$ cat src/rtl/ysyx_22040759_lsu.sv
// Load/store unit: one in-flight 8-byte-aligned data-memory access with lane shifting and load extension.
// Optional YSYX_22040759_LSU_MISALIGN_CHECK_EN: misaligned accesses complete at once with out_err=1 and no memory request.
module ysyx_22040759_lsu (
   input  logic        clk,
   input  logic        rst,
   input  logic        in_valid,
   output logic        in_ready,
   input  logic        in_wen,
   input  logic [2:0]  in_func3,
   input  logic [63:0] in_addr,
   input  logic [63:0] in_wdata,
   output logic        mem_req_valid,
   input  logic        mem_req_ready,
   output logic        mem_wen,
   output logic [63:0] mem_addr,
   output logic [63:0] mem_wdata,
   output logic [7:0]  mem_wmask,
   input  logic        mem_resp_valid,
   input  logic [63:0] mem_rdata,
   output logic        out_valid,
   input  logic        out_ready,
   output logic [63:0] out_rdata,
   output logic        out_err
);
   localparam int unsigned DW = 64;
   localparam int unsigned MW = 8;

   typedef enum logic [1:0] {IDLE, REQ, WAIT, DONE} state_e;

   state_e          state_q, state_d;
   logic            wen_q, wen_d;
   logic [2:0]      func3_q, func3_d;
   logic [2:0]      off_q, off_d;
   logic            in_ready_q, in_ready_d;
   logic            mem_req_valid_q, mem_req_valid_d;
   logic [DW-1:0]   mem_addr_q, mem_addr_d;
   logic [DW-1:0]   mem_wdata_q, mem_wdata_d;
   logic [MW-1:0]   mem_wmask_q, mem_wmask_d;
   logic            out_valid_q, out_valid_d;
   logic [DW-1:0]   out_rdata_q, out_rdata_d;
   logic            out_err_q, out_err_d;
   logic            misalign_c;
   logic [DW-1:0]   shifted_c;
   logic [DW-1:0]   load_c;

   function automatic logic [MW-1:0] size_mask(input logic [1:0] sz);
      case (sz)
         2'b00:   size_mask = 8'h01;
         2'b01:   size_mask = 8'h03;
         2'b10:   size_mask = 8'h0F;
         default: size_mask = 8'hFF;
      endcase
   endfunction

`ifdef YSYX_22040759_LSU_MISALIGN_CHECK_EN
   always_comb begin
      case (in_func3[1:0])
         2'b01:   misalign_c = in_addr[0];
         2'b10:   misalign_c = |in_addr[1:0];
         2'b11:   misalign_c = |in_addr[2:0];
         default: misalign_c = 1'b0;
      endcase
   end
`else
   assign misalign_c = 1'b0;
`endif

   // Bytes shifted past lane 7 are lost; upper bits read as zero before extension.
   always_comb begin
      shifted_c = mem_rdata >> {off_q, 3'b000};
      case (func3_q)
         3'b000:  load_c = {{56{shifted_c[7]}},  shifted_c[7:0]};
         3'b001:  load_c = {{48{shifted_c[15]}}, shifted_c[15:0]};
         3'b010:  load_c = {{32{shifted_c[31]}}, shifted_c[31:0]};
         3'b100:  load_c = {56'd0, shifted_c[7:0]};
         3'b101:  load_c = {48'd0, shifted_c[15:0]};
         3'b110:  load_c = {32'd0, shifted_c[31:0]};
         default: load_c = shifted_c;
      endcase
   end

   always_comb begin
      state_d     = state_q;
      wen_d       = wen_q;
      func3_d     = func3_q;
      off_d       = off_q;
      mem_addr_d  = mem_addr_q;
      mem_wdata_d = mem_wdata_q;
      mem_wmask_d = mem_wmask_q;
      out_rdata_d = out_rdata_q;
      out_err_d   = out_err_q;
      case (state_q)
         IDLE: begin
            if (in_valid) begin
               wen_d       = in_wen;
               func3_d     = in_func3;
               off_d       = in_addr[2:0];
               mem_addr_d  = {in_addr[63:3], 3'b000};
               mem_wdata_d = in_wdata << {in_addr[2:0], 3'b000};
               mem_wmask_d = size_mask(in_func3[1:0]) << in_addr[2:0];
               out_rdata_d = '0;
               out_err_d   = misalign_c;
               state_d     = misalign_c ? DONE : REQ;
            end
         end
         REQ: begin
            if (mem_req_ready) state_d = WAIT;
         end
         WAIT: begin
            if (mem_resp_valid) begin
               out_rdata_d = wen_q ? '0 : load_c;
               state_d     = DONE;
            end
         end
         default: begin
            if (out_ready) state_d = IDLE;
         end
      endcase
      in_ready_d      = (state_d == IDLE);
      mem_req_valid_d = (state_d == REQ);
      out_valid_d     = (state_d == DONE);
   end

   always_ff @(posedge clk) begin
      if (rst) begin
         state_q         <= IDLE;
         wen_q           <= 1'b0;
         func3_q         <= '0;
         off_q           <= '0;
         in_ready_q      <= 1'b1;
         mem_req_valid_q <= 1'b0;
         mem_addr_q      <= '0;
         mem_wdata_q     <= '0;
         mem_wmask_q     <= '0;
         out_valid_q     <= 1'b0;
         out_rdata_q     <= '0;
         out_err_q       <= 1'b0;
      end else begin
         state_q         <= state_d;
         wen_q           <= wen_d;
         func3_q         <= func3_d;
         off_q           <= off_d;
         in_ready_q      <= in_ready_d;
         mem_req_valid_q <= mem_req_valid_d;
         mem_addr_q      <= mem_addr_d;
         mem_wdata_q     <= mem_wdata_d;
         mem_wmask_q     <= mem_wmask_d;
         out_valid_q     <= out_valid_d;
         out_rdata_q     <= out_rdata_d;
         out_err_q       <= out_err_d;
      end
   end

   assign in_ready      = in_ready_q;
   assign mem_req_valid = mem_req_valid_q;
   assign mem_wen       = wen_q;
   assign mem_addr      = mem_addr_q;
   assign mem_wdata     = mem_wdata_q;
   assign mem_wmask     = mem_wmask_q;
   assign out_valid     = out_valid_q;
   assign out_rdata     = out_rdata_q;
   assign out_err       = out_err_q;
endmodule

$ cat config.mk
export PLATFORM = sky130hd
export DESIGN_NAME = ysyx_22040759_lsu
export DESIGN_NICKNAME = d
export VERILOG_FILES = /design/src/rtl/ysyx_22040759_lsu.sv
export SDC_FILE = /design/constraint.sdc
export NUM_CORES = 1
export LEC_CHECK = 0
export BUFFER_PORTS_ARGS = -buffer_cell sky130_fd_sc_hd__buf_2
export CORE_AREA = 2 2 157 159
export CTS_BUF_LIST = sky130_fd_sc_hd__clkbuf_8
export CTS_CLUSTER_DIAMETER = 120
export CTS_CLUSTER_SIZE = 16
export DETAILED_ROUTE_END_ITERATION = 8
export DIE_AREA = 0 0 159 161
export PLACE_DENSITY = 0.84
export SLEW_MARGIN = 20
export SYNTH_ARGS = -nofsm -noshare
export SYNTH_HDL_FRONTEND = slang
export SYNTH_SLANG_ARGS = --single-unit
$ cat constraint.sdc
create_clock -name clk -period 2.36 [get_ports clk]
set_input_delay 0.236 -clock clk [delete_from_list [all_inputs] [get_ports clk]]
set_output_delay 0.236 -clock clk [all_outputs]
set_load 0.01 [all_outputs]
==> results of run 1 <==
[area by class of cell]
| type | instances | share of cell area, % |
|---|---|---|
| Clock inverter | 3 | 0.1978 |
| Clock buffer | 17 | 1.682 |
| Inverter | 6 | 0.1619 |
| Multi-Input combinational cell | 966 | 42.69 |
| Sequential cell | 209 | 30.09 |
| Timing Repair Buffer | 511 | 22.26 |
| Tap cell | 324 | 2.913 |
[worst min path at each step]
stage	end	startpoint	depth (start not counted)	slack [ns]
finish	out_rdata[3]$_SDFFE_PP0P_	rst	2	0.04
global route	out_rdata[3]$_SDFFE_PP0P_	rst	2	0.02
CTS	out_rdata[3]$_SDFFE_PP0P_	rst	2	0.008
detailed placement	out_rdata[53]$_SDFFE_PP0P_	out_rdata[53]$_SDFFE_PP0P_	2	0.44
global placement	out_rdata[37]$_SDFFE_PP0P_	out_rdata[37]$_SDFFE_PP0P_	2	0.43
floorplan	func3_q[2]$_SDFFE_PP0P_	in_func3[2]	2	0.37
[worst max-delay path: stages, from the launching register on]
cell	delay [ns]
dfxtp_2	0.54
mux2i_1	0.38
nand3_1	0.15
o2111ai_1	0.19
and2_1	0.53
o221ai_1	0.19
[power by group through the flow]
stage | registers, mW | clock network [mW] | logic (mW)
final | 3.85 | 1.93 | 2.15
after global routing | 3.87 | 2.10 | 2.30
after CTS | 3.85 | 1.98 | 2.09
after detailed placement | 3.92 | 0 | 1.99
after global placement | 3.92 | 0 | 1.96
after floorplan | 3.98 | 0 | 1.18
[timing repair]
action / CTS / global route
buffers inserted: 0 / 0
hold endpoints to repair: 70 / 0
hold buffers: 70 / 0
[per-stage QoR]
stage                     total power, mW  std cells  setup slack, ns
after floorplan                     5.156       1307           0.5877
after global placement              5.876       1946           0.3521
after detailed placement            5.918       1946           0.3142
after CTS                           7.914       2036           0.2470
after global routing                8.271       2036          0.03842
final                               7.932       2036           0.1951
[cells in the final DEF (no fill, tap or decap), types with 43 or more instances in the layout]
master and instances:
buf_2 400, nand2_1 266, dfxtp_1 207, nor2_1 125, a21oi_1 125, dlygate4sd3_1 70, o21ai_0 69, mux2i_1 60
mux2_2 47, a22oi_1 43
[state kept, by name, indices dropped and copies added, names as in the netlist, 2 cells and up]
name / flops
mem_wmask: 8
out_rdata: 64
mem_wdata: 64
state_q: 2
off_q: 3
mem_addr: 61
func3_q: 3
[cell families after synthesis]
logic type / count (synthesis) / share of synthesized area, %
simple gates: 466 / 18.20
compound gates: 372 / 22.82
flops: 209 / 39.05
buf+inv: 132 / 5.780
mux: 124 / 14.12
other cells: 1 / 0.03500
[cell usage after synthesis (3+ instances only)]
library cell	n
nand2_1	266
a211oi_1	32
a221oi_1	8
o31ai_4	3
nor2_1	126
o21ai_0	69
a2bb2oi_1	7
o21ai_1	17
buf_2	29
buf_1	12
o31ai_1	8
nor2b_1	13
mux2i_1	60
o31ai_2	4
mux4_2	17
o221ai_1	8
a32oi_1	8
a21oi_1	125
and2_1	9
nor3_1	25
a211oi_2	7
buf_6	5
nand2b_1	3
a22oi_1	43
clkbuf_1	66
nand3_1	11
inv_1	6
buf_4	13
o32ai_1	7
mux2_2	47
a221o_1	7
dfxtp_1	209
a311oi_1	7
[layer usage]
layer / up-vias / GRT usage (%) / share of wire (%)
met2: 782 / 50.69 / 47
met3: 149 / 6.292 / 10
met1: 5495 / 37.70 / 38
met4: 2 / 16.07 / 5.5
li1: 5416 / - / -
met5: - / 0 / 0.027
==> impl_metrics.json, run 1 <==
{
  "status": "finished, final reports clean",
  "clk_pin_slew_ns": 0.12,
  "drt_iter0_drc": 1245,
  "ys_warn_count": 0,
  "antenna_cells": 0,
  "grt_pass1_vias": 11290,
  "ys_ff_latch": 209,
  "finalHoldViolCount": 0,
  "avgRoutedWirePerCell_microns": 20.34,
  "fmax_mhz": 461.9,
  "period_minus_slack_ns": 2.165,
  "ys.flop_type": "dfxtp_1",
  "yosysSeqAreaShare_pct": 39.05,
  "finalSetupViolCount": 0,
  "die-height_microns": 161,
  "slew_headroom_pct": 48.98,
  "cts_tree": "done",
  "syn_inst": 1304,
  "drive_gt1_share_pct": 32.24,
  "core-area_sq_um": 23960,
  "detail-route-antenna-nets": 0,
  "synth_area_sq_um": 10720,
  "endpoint": "out_rdata[23]$_SDFFE_PP0P_",
  "vias": 11840,
  "nets": 1913,
  "regArea_sq_um": 4187,
  "grt_pass1_wl_microns": 63040,
  "power.internal_mw": 5.260,
  "synthTopCellsByArea": "dfxtp_1 (39%), nand2_1 (9.3%), a21oi_1 (5.8%), mux2i_1 (5.6%), mux2_2 (4.9%)",
  "track_usage_pct": 30.57,
  "rr_endpoint": "out_rdata[23]$_SDFFE_PP0P_",
  "die_w_microns": 159,
  "post-route-util_pct": 58.07,
  "drc": 0,
  "ir_drop_mv": 0.6208,
  "cts_resized": 0,
  "crit_fanout": 16,
  "grt-ovfl-total": 0,
  "num_rows": 57,
  "avgSynthCellArea_sq_um": 8.217,
  "crit_arrival_ns": 2.54,
  "reg2reg_depth": 5,
  "hold_path_class": "in2reg",
  "p_comb_share_pct": 27.0,
  "synth-edff-count": 0,
  "p_sw_mw": 2.673,
  "timing.rr.start": "off_q[1]$_SDFFE_PP0P_",
  "nFillCells": 2116,
  "grt_max_degree": 141,
  "fin_tns_setup_ns": 0,
  "avgViaCountPerCell": 5.817,
  "hpwl_microns": 29250,
  "holdWs_ns": 0.03644,
  "period_share_pct": 91.73,
  "drv_cap": 0,
  "fin_worst_skew_ns": 0.05226,
  "cts_buffers": 17,
  "path_class": "reg2reg",
  "clockBufferDepth": 3,
  "area_growth_pct": 29.86,
  "initial_utilization_pct": 44.72,
  "drt-total-wl_microns": 41420,
  "pwr-share-clk_pct": 24.4,
  "worstMarginPinSlew_ns": 0.7624,
  "ios": 407,
  "drt-pass1-iter-count": 6,
  "yosysUniqueCellTypes": 55,
  "end_kind": "flip-flop",
  "p_seq_share_pct": 48.6,
  "routabilityCongestion": 1.014,
  "crit_start": "off_q[1]$_SDFFE_PP0P_",
  "clkLatencyLatePin_ns": 0.56,
  "p_leak_nw": 6.074,
  "yosysTopAreaCellShare_pct": 39.05,
  "final_max_slew_viol_count": 0,
  "clock_sink_count": 209,
  "power_switching_share_pct": 33.69,
  "fin_area_sq_um": 13910,
  "cts_root_buf": "clkbuf_8",
  "start_kind": "flip-flop",
  "synth.largest_area_cell": "dfxtp_1",
  "io_buffers": 402,
  "dieArea_sq_um": 25600,
  "worstPathRequired_ns": 2.74,
  "rsz0062_at_grt": "no",
  "async_flop_share_pct": 0,
  "rrSetupSlack_ns": 0.20,
  "antenna_found_initial": 1,
  "htree_levels": 1,
  "multi_input_area_sq_um": 5941,
  "power.density_nw_per_um2": 570.1,
  "placed_cell_area_sq_um": 12950
}
Power figures use the tool's default switching activity.
==> run 2, diff against run 1 <==
--- a/config.mk
+++ b/config.mk
@@ -14,2 +14,3 @@
 export DIE_AREA = 0 0 159 161
+export HOLD_SLACK_MARGIN = 0.06
 export PLACE_DENSITY = 0.84
==> constraint.sdc (replaced) <==
create_clock -name clk -period 2.36 [get_ports clk]
set_input_delay 0.354 -clock clk [delete_from_list [all_inputs] [get_ports clk]]
set_output_delay 0.354 -clock clk [all_outputs]
set_load 0.01 [all_outputs]
==> impl_metrics.json, run 2 (synthesis results as in run 1) <==
{
  "status": "finished, final reports clean",
  "holdWs_ns": 0.1132,
  "cp_cell_sequence": "buf_12 > nor3b_4 > a22oi_1 > a21oi_1 > and3b_1 > buf_12 > o31ai_1",
  "final_max_slew_viol_count": 0,
  "p_seq_share_pct": 48.3,
  "crit_path_frequent_cell": "buf_12",
  "p_comb_share_pct": 27.2,
  "initial_utilization_pct": 44.72,
  "rrSetupSlack_ns": 0.23,
  "placed_cell_area_sq_um": 13030,
  "drive_gt1_share_pct": 32.79,
  "core-area_sq_um": 23960,
  "end_kind": "flip-flop",
  "clkLatencyLatePin_ns": 0.56,
  "period_share_pct": 90.31,
  "clk_pin_slew_ns": 0.12,
  "holdPathStages": 3,
  "dieArea_sq_um": 25600,
  "hpwl_microns": 30110,
  "mostFrequentLayoutCells": "buf_2 (400), nand2_1 (266), dfxtp_1 (207)",
  "drt_iter0_drc": 1160,
  "drv_cap": 0,
  "fin_area_sq_um": 13900,
  "fin_worst_skew_ns": 0.03801,
  "area_growth_pct": 29.69,
  "io_buffers": 402,
  "cts_tree": "done",
  "fin_ws_ns": 0.2288,
  "routabilityCongestion": 1.019,
  "finalNonFillerCells": 2036,
  "die-height_microns": 161,
  "cts_buffers": 17,
  "pwr-share-clk_pct": 24.4,
  "ios": 407,
  "drc": 0,
  "p_leak_nw": 6.082,
  "htree_levels": 1,
  "vias": 11970,
  "fin_tns_setup_ns": 0,
  "grt-ovfl-total": 0,
  "hold-path-endpoint": "mem_wen$_SDFFE_PP0P_",
  "fmax_mhz": 469.2,
  "nets": 1912,
  "track_usage_pct": 31.09,
  "drt-pass1-iter-count": 6,
  "clock_sink_count": 209,
  "power.total_mw": 7.967,
  "slew_headroom_pct": 50.17,
  "die_w_microns": 159,
  "cts_root_buf": "clkbuf_8",
  "hold_path_class": "in2reg",
  "period_minus_slack_ns": 2.131,
  "worstMarginPinSlew_ns": 0.7447,
  "worstPathRequired_ns": 2.79,
  "reg2reg_depth": 7,
  "power.density_nw_per_um2": 573.3,
  "drt-total-wl_microns": 41870,
  "rr_endpoint": "out_rdata[44]$_SDFFE_PP0P_",
  "avgViaCountPerCell": 5.877,
  "layout_commonest_cell": "buf_2",
  "crit_fanout": 32,
  "rsz0062_at_grt": "no",
  "cpMaxStageDelayCell": "dfxtp_2",
  "avgRoutedWirePerCell_microns": 20.56,
  "start_kind": "flip-flop",
  "antenna_found_initial": 2,
  "grt_pass1_vias": 11560,
  "critical-path-max-stage-delay_ns": 0.41,
  "crit_arrival_ns": 2.56,
  "finalSetupViolCount": 0,
  "timing.rr.start": "off_q[1]$_SDFFE_PP0P_",
  "detail-route-antenna-nets": 0,
  "finalHoldViolCount": 0,
  "grt_max_degree": 104,
  "num_rows": 57,
  "power_switching_share_pct": 33.92,
  "power.internal_mw": 5.264,
  "p_sw_mw": 2.703,
  "ir_drop_mv": 0.5531,
  "clockBufferDepth": 3,
  "grt_pass1_wl_microns": 64010,
  "post-route-util_pct": 57.99,
  "dp_cells": 1955,
  "path_class": "reg2reg",
  "dp_slack_ns": 0.2961,
  "hp-start": "in_wen"
}
==> run 2: routing by layer <==
layer  share of wire, %  GRT usage (%)
met1                 37          37.17
met2                 47          52.91
met3                9.9          6.497
met4                5.5          16.36
met5              0.031              0
==> run 2: timing repair <==
action	CTS	global route
endpoints found under the hold margin	60	0
setup buffers	0	0
hold buffers	60	0
resized for setup	0	0
==> run 2: critical path, delay by kind of cell (launching register included) <==
kind,cells,cell delay (ns)
compound gates,3,0.61
buf+inv,2,0.38
flops,1,0.41
simple gates,2,0.59
==> run 2: worst max-delay path by stage <==
stage	from	to	slack, ns	cells past startpoint
floorplan	off_q[1]$_SDFFE_PP0P_	out_rdata[10]$_SDFFE_PP0P_	0.59	7
global placement	off_q[1]$_SDFFE_PP0P_	out_rdata[11]$_SDFFE_PP0P_	0.37	6
global route	off_q[1]$_SDFFE_PP0P_	out_rdata[25]$_SDFFE_PP0P_	0.07	6
detailed placement	off_q[1]$_SDFFE_PP0P_	out_rdata[44]$_SDFFE_PP0P_	0.30	7
finish	off_q[1]$_SDFFE_PP0P_	out_rdata[44]$_SDFFE_PP0P_	0.23	7
CTS	off_q[1]$_SDFFE_PP0P_	out_rdata[44]$_SDFFE_PP0P_	0.26	7
==> run 2: power by group through the flow <==
stage                     registers (mW)  clock network, mW  logic (mW)
final                               3.85               1.95        2.17
after global routing                3.87               2.11        2.32
after CTS                           3.84               1.97        2.11
after detailed placement            3.92                  0        2.03
after global placement              3.91                  0        2.00
after floorplan                     3.98                  0        1.18
==> run 2: area by class of cell <==
class                           count  area (sq um)
Tap cell                          324         405.4
Clock buffer                       17         234.0
Clock inverter                      3         27.53
Inverter                            6         22.52
Fill cell                        2138         10070
Antenna cell                        1         2.502
Multi-Input combinational cell    966          5941
Sequential cell                   209          4187
Timing Repair Buffer              510          3078
